===== src/rtl/regfile_seq.sv =====
// regfile_seq: command sequencer on the initiator side of an 8x8 register file.
// It takes one register-transfer command at a time, reads the sources, computes
// an 8-bit result, writes it back and reports completion on a one-cycle pulse.
//
// Handshake: a command transfers on a rising edge where cmd_valid && cmd_ready.
// cmd_ready is decoded from state and is high only in IDLE. There is no input
// buffering and no response backpressure; rsp_valid is a single-cycle pulse.
//
// Ports:
//   clk, rst_n                       clock, asynchronous active-low reset
//   cmd_valid / cmd_ready            command handshake
//   cmd_op[2:0]                      000 ADD 001 SUB 010 AND 011 OR
//                                    100 XOR 101 MOV 110 LDI 111 RD
//   cmd_rd, cmd_rs1, cmd_rs2         destination / source register addresses
//   cmd_imm                          immediate for LDI
//   rf_read_port_1/2                 register-file read addresses (registered)
//   rf_read_data_1/2                 read data, valid one cycle after the ports
//   rf_write_port_1, rf_write_data   write address / data (registered)
//   rf_write_enable                  write strobe (registered)
//   rsp_valid, rsp_data              completion pulse and result
//   rsp_zero, rsp_carry              result == 0, carry/borrow
//   state_dbg[2:0]                   current FSM state: 0 IDLE, 1 READ, 2 CAPT,
//                                    3 WRITE, 4 RESP, 5 INIT
//
// Optional feature: define REGFILE_SEQ_SCRUB_EN to zero all eight registers
// (addresses 0..7, one per cycle) after every reset before accepting commands.

module regfile_seq #(
  parameter int DATA_W = 8,
  parameter int ADDR_W = 3
) (
  input  logic              clk,
  input  logic              rst_n,
  input  logic              cmd_valid,
  output logic              cmd_ready,
  input  logic [2:0]        cmd_op,
  input  logic [ADDR_W-1:0] cmd_rd,
  input  logic [ADDR_W-1:0] cmd_rs1,
  input  logic [ADDR_W-1:0] cmd_rs2,
  input  logic [DATA_W-1:0] cmd_imm,
  output logic [ADDR_W-1:0] rf_read_port_1,
  output logic [ADDR_W-1:0] rf_read_port_2,
  output logic [ADDR_W-1:0] rf_write_port_1,
  output logic [DATA_W-1:0] rf_write_data,
  output logic              rf_write_enable,
  input  logic [DATA_W-1:0] rf_read_data_1,
  input  logic [DATA_W-1:0] rf_read_data_2,
  output logic              rsp_valid,
  output logic [DATA_W-1:0] rsp_data,
  output logic              rsp_zero,
  output logic              rsp_carry,
  output logic [2:0]        state_dbg
);

  typedef enum logic [2:0] {
    S_IDLE  = 3'd0,
    S_READ  = 3'd1,
    S_CAPT  = 3'd2,
    S_WRITE = 3'd3,
    S_RESP  = 3'd4,
    S_INIT  = 3'd5
  } state_t;

  localparam logic [2:0] OP_ADD = 3'b000;
  localparam logic [2:0] OP_SUB = 3'b001;
  localparam logic [2:0] OP_AND = 3'b010;
  localparam logic [2:0] OP_OR  = 3'b011;
  localparam logic [2:0] OP_XOR = 3'b100;
  localparam logic [2:0] OP_MOV = 3'b101;
  localparam logic [2:0] OP_LDI = 3'b110;
  localparam logic [2:0] OP_RD  = 3'b111;

`ifdef REGFILE_SEQ_SCRUB_EN
  localparam state_t RESET_STATE = S_INIT;
`else
  localparam state_t RESET_STATE = S_IDLE;
`endif

  state_t            state;
  logic [2:0]        op_q;
  logic [ADDR_W-1:0] rd_q;
  logic              carry_q;   // flag for the result held in rf_write_data

`ifdef REGFILE_SEQ_SCRUB_EN
  // Bit ADDR_W set means all registers have been scrubbed.
  logic [ADDR_W:0]   scrub_cnt;
`endif

  logic [DATA_W-1:0] alu_res;
  logic              alu_carry;
  logic [DATA_W:0]   sum_ext;
  logic [DATA_W:0]   diff_ext;

  assign cmd_ready = (state == S_IDLE);
  assign state_dbg = state;

  // Extending both operands by a zero bit makes bit DATA_W the carry for the
  // sum and the borrow (rs1 < rs2) for the difference.
  assign sum_ext  = {1'b0, rf_read_data_1} + {1'b0, rf_read_data_2};
  assign diff_ext = {1'b0, rf_read_data_1} - {1'b0, rf_read_data_2};

  always_comb begin
    alu_res   = '0;
    alu_carry = 1'b0;
    case (op_q)
      OP_ADD: begin
        alu_res   = sum_ext[DATA_W-1:0];
        alu_carry = sum_ext[DATA_W];
      end
      OP_SUB: begin
        alu_res   = diff_ext[DATA_W-1:0];
        alu_carry = diff_ext[DATA_W];
      end
      OP_AND:  alu_res = rf_read_data_1 & rf_read_data_2;
      OP_OR:   alu_res = rf_read_data_1 | rf_read_data_2;
      OP_XOR:  alu_res = rf_read_data_1 ^ rf_read_data_2;
      OP_MOV:  alu_res = rf_read_data_1;
      default: alu_res = rf_read_data_1;
    endcase
  end

  always_ff @(posedge clk or negedge rst_n) begin
    if (!rst_n) begin
      state           <= RESET_STATE;
      op_q            <= '0;
      rd_q            <= '0;
      carry_q         <= 1'b0;
      rf_read_port_1  <= '0;
      rf_read_port_2  <= '0;
      rf_write_port_1 <= '0;
      rf_write_data   <= '0;
      rf_write_enable <= 1'b0;
      rsp_valid       <= 1'b0;
      rsp_data        <= '0;
      rsp_zero        <= 1'b0;
      rsp_carry       <= 1'b0;
`ifdef REGFILE_SEQ_SCRUB_EN
      scrub_cnt       <= '0;
`endif
    end else begin
      case (state)
        S_IDLE: begin
          if (cmd_valid) begin
            op_q <= cmd_op;
            rd_q <= cmd_rd;
            if (cmd_op == OP_LDI) begin
              // LDI needs no read: write the immediate straight away.
              rf_write_port_1 <= cmd_rd;
              rf_write_data   <= cmd_imm;
              rf_write_enable <= 1'b1;
              carry_q         <= 1'b0;
              state           <= S_WRITE;
            end else begin
              // Ports are presented in READ with write-enable low; they then
              // hold until the next read command.
              rf_read_port_1 <= cmd_rs1;
              rf_read_port_2 <= cmd_rs2;
              state          <= S_READ;
            end
          end
        end
        S_READ: state <= S_CAPT;
        S_CAPT: begin
          if (op_q == OP_RD) begin
            rsp_valid <= 1'b1;
            rsp_data  <= rf_read_data_1;
            rsp_zero  <= (rf_read_data_1 == '0);
            rsp_carry <= 1'b0;
            state     <= S_RESP;
          end else begin
            rf_write_port_1 <= rd_q;
            rf_write_data   <= alu_res;
            rf_write_enable <= 1'b1;
            carry_q         <= alu_carry;
            state           <= S_WRITE;
          end
        end
        S_WRITE: begin
          rf_write_enable <= 1'b0;
          rsp_valid       <= 1'b1;
          rsp_data        <= rf_write_data;
          rsp_zero        <= (rf_write_data == '0);
          rsp_carry       <= carry_q;
          state           <= S_RESP;
        end
        S_RESP: begin
          rsp_valid <= 1'b0;
          state     <= S_IDLE;
        end
        S_INIT: begin
`ifdef REGFILE_SEQ_SCRUB_EN
          if (!scrub_cnt[ADDR_W]) begin
            rf_write_port_1 <= scrub_cnt[ADDR_W-1:0];
            rf_write_data   <= '0;
            rf_write_enable <= 1'b1;
            scrub_cnt       <= scrub_cnt + 1'b1;
          end else begin
            rf_write_enable <= 1'b0;
            state           <= S_IDLE;
          end
`else
          state <= S_IDLE;
`endif
        end
        default: state <= S_IDLE;
      endcase
    end
  end

endmodule


===== config.mk =====
export PLATFORM = sky130hd
export DESIGN_NAME = regfile_seq
export DESIGN_NICKNAME = d
export VERILOG_FILES = /design/src/rtl/regfile_seq.sv
export SDC_FILE = /design/constraint.sdc
export NUM_CORES = 1
export LEC_CHECK = 0
export ABC_CLOCK_PERIOD_IN_PS = 1400
export CAP_MARGIN = 15
export CELL_PAD_IN_SITES_DETAIL_PLACEMENT = 0
export CELL_PAD_IN_SITES_GLOBAL_PLACEMENT = 2
export CORE_MARGIN = 4
export CORE_UTILIZATION = 26
export DETAILED_ROUTE_END_ITERATION = 12
export GPL_TIMING_DRIVEN = 1
export HOLD_SLACK_MARGIN = 0.12
export PLACE_DENSITY_LB_ADDON = 0.1
export SLEW_MARGIN = 30
export SYNTH_ARGS = -nofsm -noshare
export SYNTH_HDL_FRONTEND = slang
export SYNTH_SLANG_ARGS = --single-unit

===== constraint.sdc =====
create_clock -name clk -period 1.4 [get_ports clk]
set_input_delay 0.28 -clock clk [delete_from_list [all_inputs] [get_ports clk]]
set_output_delay 0.28 -clock clk [all_outputs]
set_load 0.02 [all_outputs]

==> results.sh, run 1 <==
export IMPL_report_final_slew_viol_count=0
export IMPL_gp_congestion=0.865
export IMPL_path_clk_slew_ns=0.07
export IMPL_hpwl_mm=8.15
export IMPL_ys_warn_count=0
export IMPL_wl_per_cell_um=16.0
export IMPL_cts_root_buf="clkbuf_16"
export IMPL_grt_max_degree=40
export IMPL_die_w_um=114
export IMPL_coreArea_um2=10900
export IMPL_cts_tree="done"
export IMPL_nFillCells=1070
export IMPL_hold_violations=0
export IMPL_path_delay_family="compound AO/OA/AOI/OAI gates"
export IMPL_portBuffers=71
export IMPL_slew_limit_headroom=0.790
export IMPL_area_growth_pct=82.9
export IMPL_antenna_found_initial=0
export IMPL_cp_endpoint="rf_write_data[6]"
export IMPL_setup_violations_final=34
export IMPL_routed_wl_mm=10.8
export IMPL_numCtsBuffers=5
export IMPL_cts_sink_count=39
export IMPL_synthXorXnorAreaFrac=0.0239
export IMPL_maxCapViolations=0
export IMPL_cts_max_level=2
export IMPL_worstSetupPathType="in2reg"
export IMPL_violations="negative setup slack"
export IMPL_worstPathRequired_ns=1.56
export IMPL_vdd_drop_max_mv=0.835
export IMPL_synthArstFlopShare=1.00
export IMPL_crit_start="rf_read_data_1[0]"
export IMPL_synthFlopType="dfrtp_1"
export IMPL_initial_core_util=0.268
export IMPL_status="complete, but fails checks"
export IMPL_synth_area_mux_share=0.0611
export IMPL_cp_start_kind="input pin"
export IMPL_synth_cell_types=58
export IMPL_cp_slowest_cell="fa_2"
export IMPL_clk_latency_ns=0.29
export IMPL_nNetsFinal=598
export IMPL_synth_simple_gate_area_frac=0.190
export IMPL_drt_iter0_drc=131
export IMPL_fin_crit_ns=1.77
export IMPL_whs_ns=0.424
export IMPL_insertedDiodeCount=0
export IMPL_critPathBufInv=2
export IMPL_drt_pass1_iter_count=4
export IMPL_path_max_fanout=3
export IMPL_post_place_ws_ns=-1.23
export IMPL_cp_end_kind="flop"
export IMPL_postSynthAreaPerCell_um2=8.37
export IMPL_grt_usage=0.165
export IMPL_r2r_slack_ns=-0.21
export IMPL_fin_worst_skew_ns=0.00962
export IMPL_fp_dieH_um=114
export IMPL_reg2reg_to="rf_write_data[7]"
export IMPL_p_total_mw=10.4
export IMPL_drive_gt1_frac=0.446
export IMPL_synth_seq_cells=39
export IMPL_first_global_vias=3338
export IMPL_worst_pin_slew_ns=0.314
export IMPL_worst_slack_ns=-0.368
export IMPL_vias=3160
export IMPL_syn_area_um2=2930
export IMPL_utilization=0.490
export IMPL_worstPathArrival_ns=1.93
export IMPL_rsz0062_at_grt="true"
export IMPL_syn_inst=350
export IMPL_rows=38
export IMPL_synth_yosys_seq_area_share=0.333
export IMPL_synth_adder_area_share=0.116
export IMPL_cp_cell_sequence="buf_12, inv_12, ha_4, fa_2, o21bai_4, a211oi_2, o21bai_1, xnor2_1, a22oi_1, o211ai_1"
export IMPL_synth_top_family_by_area="compound AO/OA/AOI/OAI gates"
export IMPL_grt_overflow=0
export IMPL_min_period_over_period=1.26
export IMPL_dieArea_um2=13000
export IMPL_cpPeakStageDelay_ns=0.42
export IMPL_viasPerCell=4.69
export IMPL_setup_tns_final_ns=-3.56
export IMPL_power_per_cell_area_nw_per_um2=1930
export IMPL_timing_rr_start="state_dbg[2]"
export IMPL_synth_compound_area_frac=0.207
export IMPL_synth_edf_count=0
export IMPL_critical_path_depth=10
export IMPL_hold_class="in2reg"
export IMPL_rr_worst_depth=7
export IMPL_fmax_mhz=566
export IMPL_p_leak_nw=2.47
export IMPL_grt_pass1_wl_mm=17.1
export IMPL_clk_path_buf_depth=2
export IMPL_synth_nets=415
export IMPL_ioPinCount=72
export IMPL_post_route_drc_count=0
export IMPL_drtAntennaViolNets=0
## worst reg2reg max path, stage by stage, from the launching register on
cell and delay [ns]:
dfrtp_2 0.46, nor3_4 0.24, buf_6 0.15, nand2_8 0.06, nor2_4 0.14, mux2_4 0.32
nand2_1 0.06, o31ai_1 0.06
## state kept, by name (all words and copies together) (netlist names), 3 cells and up
register         flops
state_dbg            3
rf_read_port_2       3
rf_write_port_1      3
rf_read_port_1       3
op_q                 3
rf_write_data        8
rsp_data             8
rd_q                 3
## synth_stat cells, drive strengths merged, types with 2 or more instances
| cell type | instances | area share |
|---|---|---|
| nand2 | 42 | 0.059 |
| a21oi | 40 | 0.068 |
| dfrtp | 39 | 0.33 |
| nor2 | 35 | 0.046 |
| ha | 24 | 0.10 |
| inv | 24 | 0.031 |
| o21ai | 18 | 0.032 |
| buf | 14 | 0.029 |
| mux2i | 10 | 0.034 |
| o22ai | 9 | 0.019 |
| mux2 | 7 | 0.027 |
| clkbuf | 6 | 0.0077 |
| nor3 | 6 | 0.012 |
| nor4 | 6 | 0.013 |
| a31oi | 5 | 0.011 |
| o211ai | 5 | 0.013 |
| o21bai | 5 | 0.013 |
| xnor2 | 5 | 0.015 |
| a211oi | 4 | 0.010 |
| and3 | 4 | 0.0085 |
| nand3 | 4 | 0.0068 |
| nand2b | 3 | 0.0064 |
| nor2b | 3 | 0.0064 |
| nor3b | 3 | 0.012 |
| xor2 | 3 | 0.0090 |
| a21boi | 2 | 0.0051 |
| and2 | 2 | 0.0043 |
| fa | 2 | 0.014 |
| nand3b | 2 | 0.0051 |
| o21a | 2 | 0.0051 |
| o221ai | 2 | 0.0081 |
## per-stage QoR
step                area (um2)  instances
global route              5360        674
detailed placement        4670        639
global placement          4670        639
finish                    5360        674
floorplan                 3160        350
CTS                       5050        660
## cell usage in the layout, fill, tap and decap left out, types with 6 or more instances in the layout
| cell | Yosys | routed |
|---|---|---|
| a21oi_1 | 40 | 34 |
| o21ai_1 | 6 | 13 |
| ha_1 | 24 | 12 |
| dlygate4sd2_1 | 0 | 36 |
| buf_4 | 1 | 104 |
| nand2_2 | 3 | 7 |
| inv_1 | 23 | 12 |
| o22ai_1 | 9 | 8 |
| nand2_1 | 38 | 31 |
| dfrtp_2 | 0 | 6 |
| inv_2 | 1 | 9 |
| buf_6 | 2 | 18 |
| ha_4 | 0 | 11 |
| mux2_4 | 0 | 7 |
| clkdlybuf4s50_1 | 0 | 20 |
| a21oi_2 | 0 | 6 |
| mux2i_1 | 10 | 9 |
| nor2_1 | 34 | 25 |
| buf_2 | 10 | 10 |
| dfrtp_1 | 39 | 33 |
| nor2_4 | 0 | 6 |
## metal layers
metal  up-vias  global-route usage  part of all wire
met1      1495               0.220              0.46
met2        65               0.282              0.49
met3         9              0.0312             0.039
met4         0              0.0261            0.0089
met5         -                   0                 0
li1       1591                   -                 -
## worst min-delay path by stage
stage	from	endpoint	slack, ns	cells after the start
after global routing	cmd_op[2]	op_q[2]	0.44	4
after detailed placement	rst_n	rsp_data[0]	0.27	2
after global placement	rst_n	rsp_data[0]	0.27	2
after floorplan	rst_n	carry_q	-0.02	0
final	cmd_op[2]	op_q[2]	0.42	4
after CTS	cmd_op[2]	op_q[2]	0.42	4
## what timing repair did
item | in CTS | in global routing
setup buffers | 12 | 16
hold buffers | 1 | 0
pin swaps | 29 | 38
gates resized for setup | 145 | 54
endpoints found under the setup margin | 63 | 34
hold endpoints to repair | 39 | 0
cloned | 0 | 1
## power by group
group / internal, mW / switching [mW] / total [mW]
logic: 3.30 / 3.33 / 6.63
registers: 1.71 / 0.516 / 2.23
clock network: 1.02 / 0.491 / 1.51
## kinds of logic (layout without fill, tap and decap cells)
group	Yosys count	in the layout
and+or+nand+nor	115	116
adders and majority gates	26	26
DFF	39	39
xor gates and xnor gates	8	8
muxes	17	17
buffers and inverters	45	228
AOI/OAI and AO/OA	100	100
## layout make-up
type | count | area, um2 | area share
clock buffer | 5 | 125 | 0.0233
tap | 140 | 175 | 0.0327
inverter | 25 | 118 | 0.0219
clock inverter | 3 | 67.6 | 0.0126
timing repair buffer | 195 | 1670 | 0.311
sequential | 39 | 983 | 0.183
multi-input combinational | 267 | 2220 | 0.415
No activity file was read; power rests on OpenSTA's default activity.
==> run 2, diff against run 1 <==
ABC_AREA = 1   (was unset)
CORE_UTILIZATION = 25   (was 26)
==> run 2 against run 1 <==
Net effect:
- the flow still finishes with violations (negative setup slack)
- sequential cell count unchanged
- first-iteration DRC count grew 18%
- critical path depth shrank 1
- sequential share of layout area is 1.2 points higher
- final area is 6.3% lower
- setup slack improved by 0.24 ns
- fmax is 15% higher
- via count up 4.4%
- hold slack got worse by 0.015 ns
- clock power fell by 27%
- count of clock-buffer cells in the layout up 2
- clock skew shrank 0.0044 ns
- largest cell class unchanged
==> results.sh, run 2 <==
export IMPL_rr_worst_depth=9
export IMPL_cts_max_level=2
export IMPL_fin_crit_ns=1.53
export IMPL_drive_gt1_frac=0.366
export IMPL_synthArstFlopShare=1.00
export IMPL_path_clk_slew_ns=0.06
export IMPL_path_max_fanout=6
export IMPL_antenna_found_initial=0
export IMPL_wl_per_cell_um=15.4
export IMPL_dieArea_um2=13600
export IMPL_fmax_mhz=653
export IMPL_grt_util_met1=0.253
export IMPL_use_met2=0.255
export IMPL_grt_busiest_layer="met2"
export IMPL_final_cell_area_um2=5020
export IMPL_grt_pass1_wl_mm=17.8
export IMPL_drtAntennaViolNets=0
export IMPL_report_final_slew_viol_count=0
export IMPL_die_w_um=117
export IMPL_fin_worst_skew_ns=0.00519
export IMPL_clk_latency_ns=0.28
export IMPL_setup_tns_final_ns=-2.69
export IMPL_clk_path_buf_depth=2
export IMPL_cts_tree="done"
export IMPL_worst_slack_ns=-0.131
export IMPL_status="complete, but fails checks"
export IMPL_vdd_drop_max_mv=0.990
export IMPL_grt_usage=0.167
export IMPL_worst_pin_slew_ns=0.496
export IMPL_routed_wl_mm=11.0
export IMPL_cp_end_kind="flop"
export IMPL_slew_limit_headroom=0.670
export IMPL_reg_largest_list="rf_write_data x8, rsp_data x8"
export IMPL_synth_most_common_cell="nand2_1"
export IMPL_postSynthAreaPerCell_um2=7.40
export IMPL_worstPathRequired_ns=1.57
export IMPL_synth_nets=465
export IMPL_hold_violations=0
export IMPL_rows=39
export IMPL_worstSetupPathType="reg2reg"
export IMPL_gp_congestion=0.835
export IMPL_cp_start_kind="flop"
export IMPL_syn_inst=400
export IMPL_numCtsBuffers=5
export IMPL_ys_top_cells_by_count="nand2_1 (85), inv_1 (56), dfrtp_1 (39)"
export IMPL_portBuffers=71
export IMPL_power_per_cell_area_nw_per_um2=1850
export IMPL_place_area_um2=4530
export IMPL_hold_class="in2reg"
export IMPL_fp_dieH_um=117
export IMPL_syn_area_um2=2960
export IMPL_setup_violations_final=31
export IMPL_p_leak_nw=2.44
export IMPL_grt_max_degree=21
export IMPL_coreArea_um2=11500
export IMPL_holdPathStages=4
export IMPL_yosysTopAreaCell="dfrtp_1"
export IMPL_hpwl_mm=8.90
export IMPL_ys_warn_count=0
export IMPL_worstPathArrival_ns=1.70
export IMPL_viasPerCell=4.61
export IMPL_final_common_cell="buf_4"
export IMPL_cts_root_buf="clkbuf_16"
export IMPL_whs_ns=0.410
export IMPL_synthFlopType="dfrtp_1"
export IMPL_post_place_ws_ns=-0.880
export IMPL_drt_pass1_iter_count=5
export IMPL_synth_top_cells_by_area="dfrtp_1 (33%), nand2_1 (11%), ha_1 (10%)"
export IMPL_min_period_over_period=1.09
export IMPL_insertedDiodeCount=0
export IMPL_synth_cell_types=39
export IMPL_initial_core_util=0.257
export IMPL_vias=3298
export IMPL_rsz0062_at_grt="true"
export IMPL_nNetsFinal=637
export IMPL_post_route_drc_count=0
export IMPL_cts_sink_count=39
export IMPL_ioPinCount=72
export IMPL_drt_iter0_drc=155
export IMPL_synth_top_cell_area_share=0.330
export IMPL_first_global_vias=3368
export IMPL_use_met3=0.0278
export IMPL_synth_seq_cells=39
export IMPL_maxCapViolations=0
export IMPL_synth_edf_count=0
export IMPL_grt_overflow=0
export IMPL_area_growth_pct=69.7
export IMPL_synth_yosys_seq_area_share=0.330
export IMPL_violations="negative setup slack"
export IMPL_most_common_layout_cells="buf_4 (88), nand2_1 (81), dlygate4sd2_1 (38), dfrtp_1 (33), inv_1 (32)"
## run 2: cell type report
cell class | instances | area, um2
Sequential cell | 39 | 983
Tap cell | 143 | 179
Inverter | 61 | 256
Multi-Input combinational cell | 291 | 1990
Clock buffer | 7 | 133
Clock inverter | 1 | 5.00
Timing Repair inverter | 2 | 13.8
Fill cell | 1216 | 6490
Timing Repair Buffer | 172 | 1460
## run 2: layer usage
layer  share of wire  up-vias
li1                -     1670
met1            0.51     1548
met2            0.43       75
met3           0.048        5
met4          0.0039        0
met5               0        -
## run 2: kinds of logic (layout without fill, tap and decap cells)
| kind of cell | count (synthesis) | in the layout | share of synthesized area |
|---|---|---|---|
| AOI/OAI and AO/OA | 79 | 79 | 0.153 |
| xor gates and xnor gates | 2 | 2 | 0.00592 |
| adders and majority gates | 26 | 26 | 0.115 |
| buffers and inverters | 70 | 243 | 0.0934 |
| DFF | 39 | 39 | 0.330 |
| muxes | 6 | 6 | 0.0228 |
| and+or+nand+nor | 178 | 178 | 0.280 |
## run 2: power by group
group	total (mW)	internal, mW	switching, mW
clock	1.10	0.659	0.445
sequential	2.08	1.69	0.392
combinational	6.11	2.86	3.25
total	9.30	5.21	4.09
## run 2: final timing paths
| path | slack (ns) | to | startpoint |
|---|---|---|---|
| min in group asynchronous | 0.49 | rsp_zero | rst_n |
| setup reg to reg | -0.13 | rf_write_data[3] | state_dbg[0] |
| hold reg to reg | 0.48 | carry_q | carry_q |
| setup / recovery | -0.13 | rf_write_data[3] | state_dbg[0] |
| hold / removal | 0.41 | op_q[1] | cmd_op[1] |
| max in group asynchronous | 0.40 | op_q[2] | rst_n |
## run 2: critical path: stages, from the launching register on
cell and delay (ns):
dfrtp_2 0.42, nor2_4 0.15, buf_6 0.12, nand2_4 0.06, nor2_4 0.09, nor2_2 0.06
nand3_4 0.13, inv_6 0.06, or2_1 0.19, a21boi_1 0.13
## run 2: repair_timing
action | CTS | global route
pin swaps | 27 | 10
gates resized for setup | 162 | 21
hold endpoints to repair | 19 | 0
hold buffers | 1 | 0
gates cloned | 2 | 0
buffers inserted | 6 | 4
setup endpoints to repair | 65 | 36
## run 2: metrics by stage
step / power, mW / utilization / cells
after floorplan: 4.86 / - / 400
after global placement: 7.75 / 0.393 / 695
after detailed placement: 7.76 / 0.393 / 695
after CTS: 9.23 / 0.431 / 712
after global routing: 10.0 / 0.436 / 716
final: 9.30 / 0.436 / 716
==> run 3, diff against run 2 <==
ABC_CLOCK_PERIOD_IN_PS = 1540   (was 1400)
CORE_UTILIZATION = 28   (was 25)
clock period = 1.54 ns   (was 1.4 ns; I/O delays follow)
==> run 3 against run 2 <==
Net effect:
- the run still ends with negative setup slack left
- die area is 10% lower
- highest routed layer unchanged
- critical endpoint is now cmd_ready
- largest power group unchanged
- critical path type is now reg2out
- critical path depth is 4 lower
- non-clock buffer count is 12 lower
- setup slack better by 0.087 ns
- largest cell class unchanged
- utilization is 5.2 points higher
- register-to-register slack better by 0.11 ns
==> results.sh, run 3 (same netlist as run 2, synthesis figures left out) <==
export IMPL_fin_crit_ns=1.58
export IMPL_first_global_vias=3382
export IMPL_final_common_cell="nand2_1"
export IMPL_gp_congestion=0.837
export IMPL_grt_pass1_wl_mm=17.3
export IMPL_power_per_cell_area_nw_per_um2=1640
export IMPL_layout_cells_non_filler=697
export IMPL_drt_iter0_drc=178
export IMPL_cts_max_level=2
export IMPL_fp_dieH_um=111
export IMPL_path_max_fanout=3
export IMPL_die_w_um=111
export IMPL_cts_root_buf="clkbuf_8"
export IMPL_r2r_slack_ns=-0.02
export IMPL_numCtsBuffers=5
export IMPL_crit_start="state_dbg[2]"
export IMPL_cp_start_kind="flop"
export IMPL_cts_sink_count=39
export IMPL_cp_end_kind="primary output"
export IMPL_viasPerCell=4.70
export IMPL_hpwl_mm=8.46
export IMPL_clk_path_buf_depth=2
export IMPL_antenna_found_initial=0
export IMPL_most_common_layout_cells="nand2_1 (79), buf_4 (76), dlygate4sd2_1 (35), inv_1 (34), dfrtp_1 (34)"
export IMPL_coreArea_um2=10300
export IMPL_setup_violations_final=10
export IMPL_report_final_slew_viol_count=0
export IMPL_worst_slack_ns=-0.0440
export IMPL_dieArea_um2=12300
export IMPL_hold_class="in2reg"
export IMPL_hold_violations=0
export IMPL_p_leak_nw=2.40
export IMPL_place_inst=671
export IMPL_wl_per_cell_um=15.6
export IMPL_drtAntennaViolNets=0
export IMPL_cp_endpoint="cmd_ready"
export IMPL_post_route_drc_count=0
export IMPL_worstPathRequired_ns=1.23
export IMPL_drive_gt1_frac=0.374
export IMPL_worstPathArrival_ns=1.28
export IMPL_maxCapViolations=0
export IMPL_vias=3273
export IMPL_vdd_drop_max_mv=0.886
export IMPL_status="complete, but fails checks"
export IMPL_clk_latency_ns=0.29
export IMPL_grt_max_degree=40
export IMPL_reg2reg_to="rf_read_port_2[2]"
export IMPL_timing_rr_start="state_dbg[2]"
export IMPL_cts_tree="done"
export IMPL_min_period_over_period=1.03
export IMPL_worstSetupPathType="reg2out"
export IMPL_drt_pass1_iter_count=4
export IMPL_routed_wl_mm=10.9
export IMPL_path_clk_slew_ns=0.08
export IMPL_portBuffers=71
export IMPL_ioPinCount=72
export IMPL_post_place_ws_ns=-0.816
export IMPL_rows=37
export IMPL_reg_largest_list="rf_write_data x8, rsp_data x8"
export IMPL_fmax_mhz=631
export IMPL_holdPathStages=4
export IMPL_initial_core_util=0.287
export IMPL_grt_overflow=0
export IMPL_setup_tns_final_ns=-0.301
export IMPL_violations="negative setup slack"
export IMPL_grt_usage=0.172
export IMPL_nFillCells=1036
export IMPL_fin_worst_skew_ns=0.0109
export IMPL_insertedDiodeCount=0
export IMPL_nNetsFinal=625
export IMPL_area_growth_pct=70.2
export IMPL_worst_pin_slew_ns=0.349
export IMPL_whs_ns=0.428
export IMPL_rr_worst_depth=6
export IMPL_rsz0062_at_grt="true"
export IMPL_utilization=0.488
export IMPL_slew_limit_headroom=0.767
==> run 3: cell count changes in the layout (fill, tap and decap cells not counted), sizes merged <==
| cell | previous run | this run |
|---|---|---|
| inv | 61 | 60 |
| buf | 108 | 94 |
| dlymetal6s2s | 1 | 2 |
| dlygate4sd2 | 38 | 35 |
| clkdlybuf4s15 | 4 | 6 |
| clkdlybuf4s50 | 20 | 21 |
| bufinv | 0 | 2 |
==> run 3: power by group <==
group          switching [mW]  internal (mW)  total (mW)
clock                   0.374          0.648        1.02
combinational            2.89           2.44        5.33
sequential              0.383           1.53        1.91
total                    3.65           4.61        8.26
==> run 3: routing by layer <==
metal	vias up	global-route usage	routed length, um	share of wire
met4	0	0.0312	138	0.013
met3	14	0.0295	486	0.045
met2	83	0.296	5260	0.48
met5	-	0	0	0
met1	1528	0.229	4980	0.46
li1	1648	-	-	-
==> run 3: worst min-delay path by stage <==
stage                                  from     endpoint  slack (ns)
after floorplan                       rst_n      carry_q        0.01
after global placement                rst_n  rsp_data[6]        0.30
after detailed placement              rst_n  rsp_data[6]        0.30
after CTS                 rf_read_data_1[0]  rsp_data[0]        0.47
after global routing      rf_read_data_1[0]  rsp_data[0]        0.44
final                     rf_read_data_1[5]  rsp_data[5]        0.43
==> run 3: repair_timing <==
action                     4_1_cts  5_1_grt
resized for setup              139       67
gates cloned                     0        2
pin swaps                       29       25
hold buffers                     1        0
hold endpoints to repair        39        0
setup endpoints to repair       57       25
setup buffers                    7        8
==> run 3: area by class of cell <==
cell class                 count  area [um2]  share of cell area
timing repair inverter         2        16.3             0.00323
sequential                    39         982               0.195
inverter                      61         241              0.0479
timing repair buffer         160        1410               0.280
multi-input combinational    291        2080               0.413
clock buffer                   6        72.6              0.0144
tap                          136         170              0.0338
clock inverter                 2        60.1              0.0119
==> run 3: metrics by stage <==
step | instance area [um2] | total power, mW
floorplan | 2980 | 4.41
global placement | 4370 | 6.72
detailed placement | 4370 | 6.74
CTS | 4780 | 7.84
global route | 5040 | 8.92
finish | 5040 | 8.26
==> run 3: critical path, cell delays in order (launching register included) <==
cell	delay [ns]
dfrtp_2	0.43
nor2_4	0.13
nand2_2	0.09
buf_4	0.14
inv_1	0.06
buf_4	0.14
